[config.mk]
export PLATFORM = sky130hd
export DESIGN_NAME = note_gen_flat
export DESIGN_NICKNAME = d
export VERILOG_FILES = /design/src/rtl/note_gen_if.sv /design/src/rtl/note_gen.sv /design/src/flat_wrapper.sv
export SDC_FILE = /design/constraint.sdc
export NUM_CORES = 1
export LEC_CHECK = 0
export ABC_AREA = 1
export BUFFER_PORTS_ARGS = -buffer_cell sky130_fd_sc_hd__buf_2
export CAP_MARGIN = 10
export CORE_MARGIN = 1.5
export CORE_UTILIZATION = 45
export DETAILED_ROUTE_END_ITERATION = 7
export PLACE_DENSITY = 0.64
export REMOVE_ABC_BUFFERS = 1
export SLEW_MARGIN = 5
export SYNTH_ARGS = -nofsm -noshare
export SYNTH_HDL_FRONTEND = slang
export SYNTH_SLANG_ARGS = --single-unit
[constraint.sdc]
create_clock -name clk -period 4.9 [get_ports clk]
set_input_delay 0.245 -clock clk [delete_from_list [all_inputs] [get_ports clk]]
set_output_delay 0.245 -clock clk [all_outputs]
set_load 0.1 [all_outputs]
[src/rtl/note_gen_if.sv]
`default_nettype none
// note_gen_if: control strobe, tone/volume settings and sample outputs of note_gen.
// Revision 1.0
interface note_gen_if #(
  parameter int DIV_W = 22
);
  logic                    load;
  logic [DIV_W-1:0]        div_left;
  logic [DIV_W-1:0]        div_right;
  logic [3:0]              volume;
  logic                    mute;
  logic signed [15:0]      audio_left;
  logic signed [15:0]      audio_right;
  logic                    settled;

  modport master (
    output load, div_left, div_right, volume, mute,
    input  audio_left, audio_right, settled
  );

  modport slave (
    input  load, div_left, div_right, volume, mute,
    output audio_left, audio_right, settled
  );
endinterface
`default_nettype wire

[src/rtl/note_gen.sv]
`default_nettype none
// note_gen: two-channel square-wave tone generator with a shared click-free amplitude ramp.
// Revision 1.0
module note_gen #(
  parameter int DIV_W       = 22,
  parameter int RAMP_CYCLES = 4096,
  parameter int RAMP_STEP   = 256
) (
  input  wire logic   clk,
  input  wire logic   rst_n,
  note_gen_if.slave   bus
);

  localparam int                 c_PRE_W    = (RAMP_CYCLES > 1) ? $clog2(RAMP_CYCLES) : 1;
  localparam logic [c_PRE_W-1:0] c_PRE_LAST = c_PRE_W'(RAMP_CYCLES - 1);
  localparam logic [14:0]        c_STEP     = 15'(RAMP_STEP);

  logic [3:0]         r_vol;
  logic [14:0]        r_amp_cur;
  logic [c_PRE_W-1:0] r_pre;

  logic [14:0]        w_amp_tgt;
  logic [14:0]        w_diff;
  logic [14:0]        w_delta;
  logic [14:0]        w_amp_nxt;
  logic               w_up;
  logic               w_pre_tc;

  // Step toward the target by at most c_STEP so the ramp can never overshoot.
  always_comb begin
    w_amp_tgt = bus.mute ? 15'd0 : {r_vol, 11'd0};
    w_up      = (w_amp_tgt > r_amp_cur);
    w_diff    = w_up ? (w_amp_tgt - r_amp_cur) : (r_amp_cur - w_amp_tgt);
    w_delta   = (w_diff > c_STEP) ? c_STEP : w_diff;
    w_amp_nxt = w_up ? (r_amp_cur + w_delta) : (r_amp_cur - w_delta);
  end

  assign w_pre_tc    = (r_pre == c_PRE_LAST);
  assign bus.settled = (r_amp_cur == w_amp_tgt);

  always_ff @(posedge clk or negedge rst_n) begin
    if (!rst_n) begin
      r_vol <= 4'd0;
    end else if (bus.load) begin
      r_vol <= bus.volume;
    end
  end

  // Free-running; deliberately untouched by load and mute.
  always_ff @(posedge clk or negedge rst_n) begin
    if (!rst_n) begin
      r_pre <= '0;
    end else if (w_pre_tc) begin
      r_pre <= '0;
    end else begin
      r_pre <= r_pre + c_PRE_W'(1);
    end
  end

  // A load coinciding with a terminal count steps toward the old target.
  always_ff @(posedge clk or negedge rst_n) begin
    if (!rst_n) begin
      r_amp_cur <= 15'd0;
    end else if (w_pre_tc) begin
      r_amp_cur <= w_amp_nxt;
    end
  end

  for (genvar g = 0; g < 2; g++) begin : g_ch
    logic [DIV_W-1:0] w_div_in;
    logic [15:0]      w_mag;
    logic [DIV_W-1:0] r_div;
    logic [DIV_W-1:0] r_cnt;
    logic             r_ph;
    logic [15:0]      r_audio;

    assign w_div_in = (g == 0) ? bus.div_left : bus.div_right;
    assign w_mag    = {1'b0, r_amp_cur};

    // Load wins over a coincident wrap so the new tone always starts in phase 0.
    always_ff @(posedge clk or negedge rst_n) begin
      if (!rst_n) begin
        r_div <= '0;
        r_cnt <= '0;
        r_ph  <= 1'b0;
      end else if (bus.load) begin
        r_div <= w_div_in;
        r_cnt <= '0;
        r_ph  <= 1'b0;
      end else if (r_div == '0) begin
        r_cnt <= '0;
        r_ph  <= 1'b0;
      end else if (r_cnt == (r_div - DIV_W'(1))) begin
        r_cnt <= '0;
        r_ph  <= ~r_ph;
      end else begin
        r_cnt <= r_cnt + DIV_W'(1);
      end
    end

    // A silent channel keeps phase 0 but must output zero, not -amp_cur.
    always_ff @(posedge clk or negedge rst_n) begin
      if (!rst_n) begin
        r_audio <= 16'd0;
      end else if (r_div == '0) begin
        r_audio <= 16'd0;
      end else if (r_ph) begin
        r_audio <= w_mag;
      end else begin
        r_audio <= 16'd0 - w_mag;
      end
    end
  end

  assign bus.audio_left  = g_ch[0].r_audio;
  assign bus.audio_right = g_ch[1].r_audio;

endmodule
`default_nettype wire

[src/flat_wrapper.sv]
// flat-port wrapper written by rule: the top's interface ports become plain ports
module note_gen_flat 
#(
  parameter int DIV_W       = 22,
  parameter int RAMP_CYCLES = 4096,
  parameter int RAMP_STEP   = 256
)
  (clk, rst_n, bus_load, bus_div_left, bus_div_right, bus_volume, bus_mute, bus_audio_left, bus_audio_right, bus_settled);
  note_gen_if #(.DIV_W(DIV_W)) bus_i ();
  input  wire logic clk;
  input  wire logic rst_n;
  input wire logic [$bits(bus_i.load)-1:0] bus_load;
  input wire logic [$bits(bus_i.div_left)-1:0] bus_div_left;
  input wire logic [$bits(bus_i.div_right)-1:0] bus_div_right;
  input wire logic [$bits(bus_i.volume)-1:0] bus_volume;
  input wire logic [$bits(bus_i.mute)-1:0] bus_mute;
  output wire logic [$bits(bus_i.audio_left)-1:0] bus_audio_left;
  output wire logic [$bits(bus_i.audio_right)-1:0] bus_audio_right;
  output wire logic [$bits(bus_i.settled)-1:0] bus_settled;
  assign bus_i.load = bus_load;
  assign bus_i.div_left = bus_div_left;
  assign bus_i.div_right = bus_div_right;
  assign bus_i.volume = bus_volume;
  assign bus_i.mute = bus_mute;
  assign bus_audio_left = bus_i.audio_left;
  assign bus_audio_right = bus_i.audio_right;
  assign bus_settled = bus_i.settled;
  note_gen #(.DIV_W(DIV_W), .RAMP_CYCLES(RAMP_CYCLES), .RAMP_STEP(RAMP_STEP)) u_core (.clk(clk), .rst_n(rst_n), .bus(bus_i));
endmodule
==> results of run 1 <==
## metal layers
metal | track usage [%] | up-vias | share of wire, %
met1 | 28.3 | 3879 | 45
met3 | 3.63 | 42 | 3.7
li1 | - | 4238 | -
met2 | 36.9 | 170 | 49
met4 | 7.11 | 0 | 1.9
met5 | 0 | - | 0
## cell usage after synthesis, drive strengths merged, types with 3 or more instances
| cell | n | share of area (%) |
|---|---|---|
| or2 | 9 | 0.58 |
| a21oi | 31 | 1.7 |
| nor3 | 26 | 1.5 |
| o21ai | 76 | 4.0 |
| clkinv | 3 | 0.12 |
| a211oi | 14 | 1.1 |
| o21bai | 3 | 0.23 |
| nand4 | 21 | 1.5 |
| buf | 11 | 0.90 |
| clkbuf | 21 | 0.81 |
| ha | 28 | 3.6 |
| nand2 | 287 | 12 |
| inv | 171 | 6.6 |
| xor2 | 91 | 8.2 |
| nor2 | 180 | 8.0 |
| nor4 | 8 | 0.51 |
| nand3 | 61 | 3.6 |
| xnor2 | 40 | 3.6 |
| nand3b | 3 | 0.23 |
| dfrtp | 153 | 39 |
| o22ai | 3 | 0.19 |
| o211ai | 8 | 0.62 |
## metrics by stage
step | instances | util, % | power [mW] | hold slack, ns
final | 1668 | 54.5 | 3.40 | 0.0169
after global routing | 1668 | 54.5 | 3.55 | 0.00362
after floorplan | 1232 | - | 1.82 | -0.0506
after global placement | 1619 | 49.9 | 1.98 | 0.446
after detailed placement | 1619 | 49.9 | 1.98 | 0.448
after CTS | 1656 | 53.3 | 3.41 | 0.000964
## tightest hold or removal path: stages
cell and delay [ns]:
buf_2 0.07, nand2_1 0.04, nand2_1 0.05
## final timing paths
path                                                       end  slack, ns  depth (start not counted)
hold / removal             u_core.g_ch[1].r_div[9]$_DFFE_PN0P_       0.02                          3
setup / recovery              u_core.r_amp_cur[11]$_DFFE_PN0N_       0.11                         37
setup reg to reg              u_core.r_amp_cur[11]$_DFFE_PN0N_       0.11                         37
min in group asynchronous  u_core.g_ch[0].r_div[8]$_DFFE_PN0P_       0.52                          2
hold reg to reg                      u_core.r_pre[2]$_DFF_PN0_       0.49                          1
max in group asynchronous      u_core.r_amp_cur[0]$_DFFE_PN0N_       3.15                          3
## timing repair
action | in CTS | in global routing
setup buffers | 2 | 11
resized for setup | 7 | 50
hold endpoints to repair | 17 | 0
gates cloned | 0 | 1
pin swaps | 4 | 29
setup endpoints to repair | 3 | 5
hold buffers | 3 | 0
## state kept, by name (all words and copies together), names as in the netlist
signal,flops
u_core.g_ch.r_cnt,44
u_core.g_ch.r_div,44
u_core.bus.audio_left,16
u_core.bus.audio_right,16
u_core.r_amp_cur,15
u_core.r_pre,12
u_core.r_vol,4
u_core.g_ch.r_ph,2
## logic make-up (layout without fill, tap and decap cells)
kind of cell	after synthesis	in the layout	share of synthesized area [%]
XOR/XNOR	131	131	11.8
adder cells (fa/ha/maj)	30	30	4.01
AND/OR/NAND/NOR	601	602	28.0
other	1	1	0.0385
flip-flops	153	153	39.3
AO/OA/AOI/OAI	142	142	8.38
buffers and inverters	206	334	8.44
## layout make-up
cell class                 instances  area [um^2]
inverter                         174          668
sequential                       153         3830
fill                            1937         9620
clock buffer                      17          425
tap                              275          344
clock inverter                    15          206
timing repair buffer             128          764
multi-input combinational        906         5290
## power groups by stage
stage,logic [mW],registers (mW),clock network (mW)
2_1_floorplan,0.234,1.58,0
3_3_place_gp,0.564,1.41,0
3_5_place_dp,0.570,1.41,0
4_1_cts,0.577,1.39,1.45
5_1_grt,0.646,1.40,1.50
6_report,0.591,1.39,1.42
## cells in the final DEF (no fill, tap or decap), drive strengths merged, types with 21 or more instances in the layout
cell   count
xnor2     40
nand2    288
a21oi     31
dfrtp    153
nand4     21
buf      125
nor2     180
o21ai     76
nand3     61
ha        28
inv      177
nor3      26
xor2      91
==> results by group, run 1 <==
Run status
  • Outcome: finished, final reports clean

Finish
  • Design Area, Final: 11500 um^2
  • Fin nets: 1462
  • Ant diodes: 0
  • Layout cells sized above 1: 18.4%
  • Layout area overhead: 18.4%

Timing
  • Unrepaired setup endpoints after global routing: true
  • Max Clk Rate: 0.209 GHz
  • Setup ws final: 0.107 ns
  • Final Skew: 0.00752 ns
  • Post-route setup TNS: 0 ns
  • Part of the cycle the worst path needs: 97.8%
  • Slew Limit Fails: 0
  • Finish-stage setup viols: 0
  • Slew margin rel.: 34.7%
  • Worst-margin pin slew: 0.979 ns
  • Minimum clock period: 4.79 ns
  • Final hold vios: 0

Floorplanning
  • DIE WIDTH: 150 um
  • Initial Utilization: 46.0%
  • Die Y: 150 um
  • Core Region: 21200 um^2
  • I/O pin count: 85
  • DIE AREA: 22500 um^2
  • Rows: 53

Clock tree
  • Later-pin clock latency in the skew report: 0.43 ns
  • Root Driver: clkbuf_16
  • Clk buf depth: 2
  • Clk sinks: 153
  • H-tree levels: 4
  • CTS Buf Count: 17
  • Clock transition at path regs: 0.07 ns
  • CTS tree: built

Synth
  • Mapped Cells: 1264
  • Register area share after synthesis: 39.3%
  • Synth cell types: 51
  • Syn. warnings: 0
  • Main flop type after synthesis: dfrtp_1
  • Post-synth EDFFs: 0
  • Synth Cell Area: 9740 um^2
  • Synth Register Bits: 153
  • Ys async rst share: 100%
  • Avg Inst Size Synth: 7.70 um^2

Setup path
  • Worst Setup Start Kind: flop
  • Max FO, Critical Path: 8
  • Reg2reg start: u_core.r_vol[3]$_DFFE_PN0P_
  • Worst path required time: 5.22 ns
  • Critical Path AT: 5.11 ns
  • Crit path kind: reg2reg
  • Buffers plus inverters on the worst setup path: 6
  • Most frequent CP cell: nand2_1
  • Crit-path slowest cell: dfrtp_1
  • Worst setup EP type: flop
  • Slowest Stage Delay on Critical Path: 0.37 ns
  • Worst setup path start: u_core.r_vol[3]$_DFFE_PN0P_
  • CP top delay family: simple AND/OR/NAND/NOR gates

Power
  • Switching Fraction: 31.9%
  • Max IR drop VDD: 0.185 mV
  • Power Dens Cells: 295 nW/um^2
  • Pint: 2.31 mW
  • Seq pwr share: 40.9%
  • Clock power frac: 41.7%
  • P_leak: 5.44 nW
  • Switching power: 1.08 mW
  • Logic pwr share: 17.4%

GRT
  • Vias in the first global route: 8008
  • Largest net degree at the start of global routing: 105
  • Global-route wire length before repair: 38.6 mm
  • Initial antenna violation count: 0
  • Overflow after GRT: 0
  • Total global-route track usage: 21.8%

Detailed routing
  • Wire per inst: 14.3 um
  • Vias per cell: 4.99
  • Remaining routing DRC violations: 0
  • Vias: 8329
  • Starting DRT DRC Count: 522
  • Routed Antenna Nets: 0
  • Routed WL: 23.8 mm
  • Drt pass-1 iters: 5

Place
  • Buffers on Ports: 84
  • Pre-CTS setup slack: -0.126 ns
  • Half-perimeter wire length after placement: 17.0 mm
  • Placer Congestion: 0.927
  • Post-DP Area: 10600 um^2

Flow run
  • Max-cap violations: 0

Min path
  • Hold Startpoint: bus_div_right[9]
  • Tightest Hold Check Type: in2reg
No activity file was read; power rests on OpenSTA's default activity.
==> run 2, diff against run 1 <==
Settings changed: ABC_CLOCK_PERIOD_IN_PS set to 4900, HOLD_SLACK_MARGIN set to 0.02, SKIP_CTS_REPAIR_TIMING set to 1.
==> run 2 against run 1 <==
Against the previous run: the flow now finishes with violations (hold timing); hold slack got worse by 0.073 ns; critical path depth decreased by 5; clock power about the same; largest cell class unchanged; total power up 0.12%; die area did not move; utilization up 0.32 points; final cell count is 0.30% higher; setup slack improved by 0.041 ns; count of clock-buffer cells in the layout unchanged; global-route usage fell by 0.12 points; non-clock buffer count increased by 5.
==> results by group, run 2 (synthesis results as in run 1) <==
Place
  • Placed Cells: 1619
  • Placer Congestion: 0.927
  • Buffers on Ports: 84
  • Half-perimeter wire length after placement: 17.0 mm
  • Post-DP Area: 10600 um^2

Detailed routing
  • Drt pass-1 iters: 5
  • Starting DRT DRC Count: 597
  • Remaining routing DRC violations: 0
  • Vias: 8361
  • Routed Antenna Nets: 0
  • Vias per cell: 5.00
  • Wire per inst: 14.2 um
  • Routed WL: 23.7 mm

Setup path
  • Slowest Stage Delay on Critical Path: 0.38 ns
  • Worst path required time: 5.22 ns
  • Worst reg-to-reg path cell count: 32
  • Crit-path slowest cell: dfrtp_1
  • FF-to-FF End: u_core.r_amp_cur[11]$_DFFE_PN0N_
  • Worst Setup Start Kind: flop
  • Worst setup EP type: flop
  • Reg2reg setup slack: 0.15 ns
  • Critical Path AT: 5.07 ns
  • Reg2reg start: u_core.r_amp_cur[11]$_DFFE_PN0N_
  • Crit path kind: reg2reg
  • Max FO, Critical Path: 4

Floorplanning
  • Core Region: 21200 um^2
  • DIE AREA: 22500 um^2
  • DIE WIDTH: 150 um
  • Initial Utilization: 46.0%
  • I/O pin count: 85
  • Rows: 53
  • Die Y: 150 um

Finish
  • Ant diodes: 0
  • Fillcell total: 1926
  • Largest registers: u_core.g_ch.r_cnt: 44 flops, u_core.g_ch.r_div: 44 flops
  • Layout area overhead: 19.1%
  • Fin nets: 1467
  • Final core occ: 54.8%
  • Layout cells sized above 1: 18.4%
  • Commonest cells after routing, fill and taps aside: nand2_1, inv_1, nor2_1
  • Multi-input gate area: 5310 um^2
  • Final Instance Count excl. Fillers: 1673
  • FF+latch area: 3830 um^2
  • Commonest non-fill, non-tap cell in the layout: nand2_1
  • Design Area, Final: 11600 um^2

Power
  • P_leak: 5.46 nW
  • Switching Fraction: 31.9%
  • Pint: 2.32 mW
  • Clock power frac: 41.6%
  • Max IR drop VDD: 0.185 mV
  • Seq pwr share: 40.9%
  • Power Dens Cells: 293 nW/um^2
  • Logic pwr share: 17.5%
  • Switching power: 1.08 mW
  • Overall power: 3.40 mW

GRT
  • Overflow after GRT: 0
  • Global-route wire length before repair: 38.3 mm
  • Largest net degree at the start of global routing: 105
  • Initial antenna violation count: 0
  • Total global-route track usage: 21.7%
  • Vias in the first global route: 7957

Run status
  • Outcome: complete, but fails checks
  • Failing checks: hold timing

Timing
  • Unrepaired setup endpoints after global routing: true
  • Final Skew: 0.00858 ns
  • Worst-margin pin slew: 0.979 ns
  • Slew margin rel.: 34.7%
  • Part of the cycle the worst path needs: 97.0%
  • Finish-stage setup viols: 0
  • Max Clk Rate: 0.210 GHz
  • Slew Limit Fails: 0
  • Final hold vios: 66
  • Minimum clock period: 4.75 ns
  • Worst hold slack: -0.0565 ns

Clock tree
  • Clock transition at path regs: 0.07 ns
  • CTS Buf Count: 17
  • Clk sinks: 153
  • Later-pin clock latency in the skew report: 0.43 ns
  • H-tree levels: 4
  • Root Driver: clkbuf_16
  • Clk buf depth: 2
  • CTS tree: built

Min path
  • Tightest Hold Check Type: in2async

Flow run
  • Max-cap violations: 0
## run 2: cell type report
cell class | count | share of cell area (%)
Clock buffer | 17 | 3.67
Clock inverter | 15 | 1.78
Inverter | 174 | 5.72
Multi-Input combinational cell | 906 | 45.8
Sequential cell | 153 | 33.0
Tap cell | 275 | 2.97
Timing Repair Buffer | 133 | 7.07
## run 2: critical path: cells and delay by family, from the launching register on
kind,cells,cell delay (ns)
flops,1,0.38
simple gates,14,1.50
fa+ha+maj,4,1.05
xor+xnor,2,0.37
buf+inv,5,0.41
compound gates,7,0.91
## run 2: stage by stage
| step | TNS (ns) | worst slack [ns] |
|---|---|---|
| finish | 0 | 0.148 |
| global route | -0.370 | -0.136 |
| CTS | -0.395 | -0.141 |
| detailed placement | -0.343 | -0.126 |
| global placement | 0 | 0.00900 |
| floorplan | 0 | 0.0113 |
## run 2: routing by layer
layer	up-vias	GRT usage (%)	wire length (um)
met1	3905	28.2	10800
met4	0	7.11	442
met3	37	3.63	932
li1	4241	-	-
met5	-	0	0
met2	178	36.7	11600
## run 2: worst max path at each step
| stage | start | to | slack [ns] | depth (start not counted) |
|---|---|---|---|---|
| after floorplan | u_core.r_amp_cur[12]$_DFFE_PN0N_ | u_core.r_amp_cur[11]$_DFFE_PN0N_ | 0.01 | 36 |
| after global placement | bus_mute | u_core.r_amp_cur[11]$_DFFE_PN0N_ | 0.009 | 37 |
| after detailed placement | bus_mute | u_core.r_amp_cur[11]$_DFFE_PN0N_ | -0.13 | 37 |
| after CTS | u_core.r_vol[1]$_DFFE_PN0P_ | u_core.r_amp_cur[11]$_DFFE_PN0N_ | -0.14 | 37 |
| after global routing | u_core.r_vol[3]$_DFFE_PN0P_ | u_core.r_amp_cur[11]$_DFFE_PN0N_ | -0.14 | 40 |
| final | u_core.r_amp_cur[11]$_DFFE_PN0N_ | u_core.r_amp_cur[11]$_DFFE_PN0N_ | 0.15 | 32 |
## run 2: power groups by stage
stage	Sequential, mW	Combinational (mW)	Clock [mW]
floorplan	1.58	0.234	0
global placement	1.41	0.564	0
detailed placement	1.41	0.570	0
CTS	1.39	0.573	1.45
global route	1.40	0.650	1.50
finish	1.39	0.595	1.42
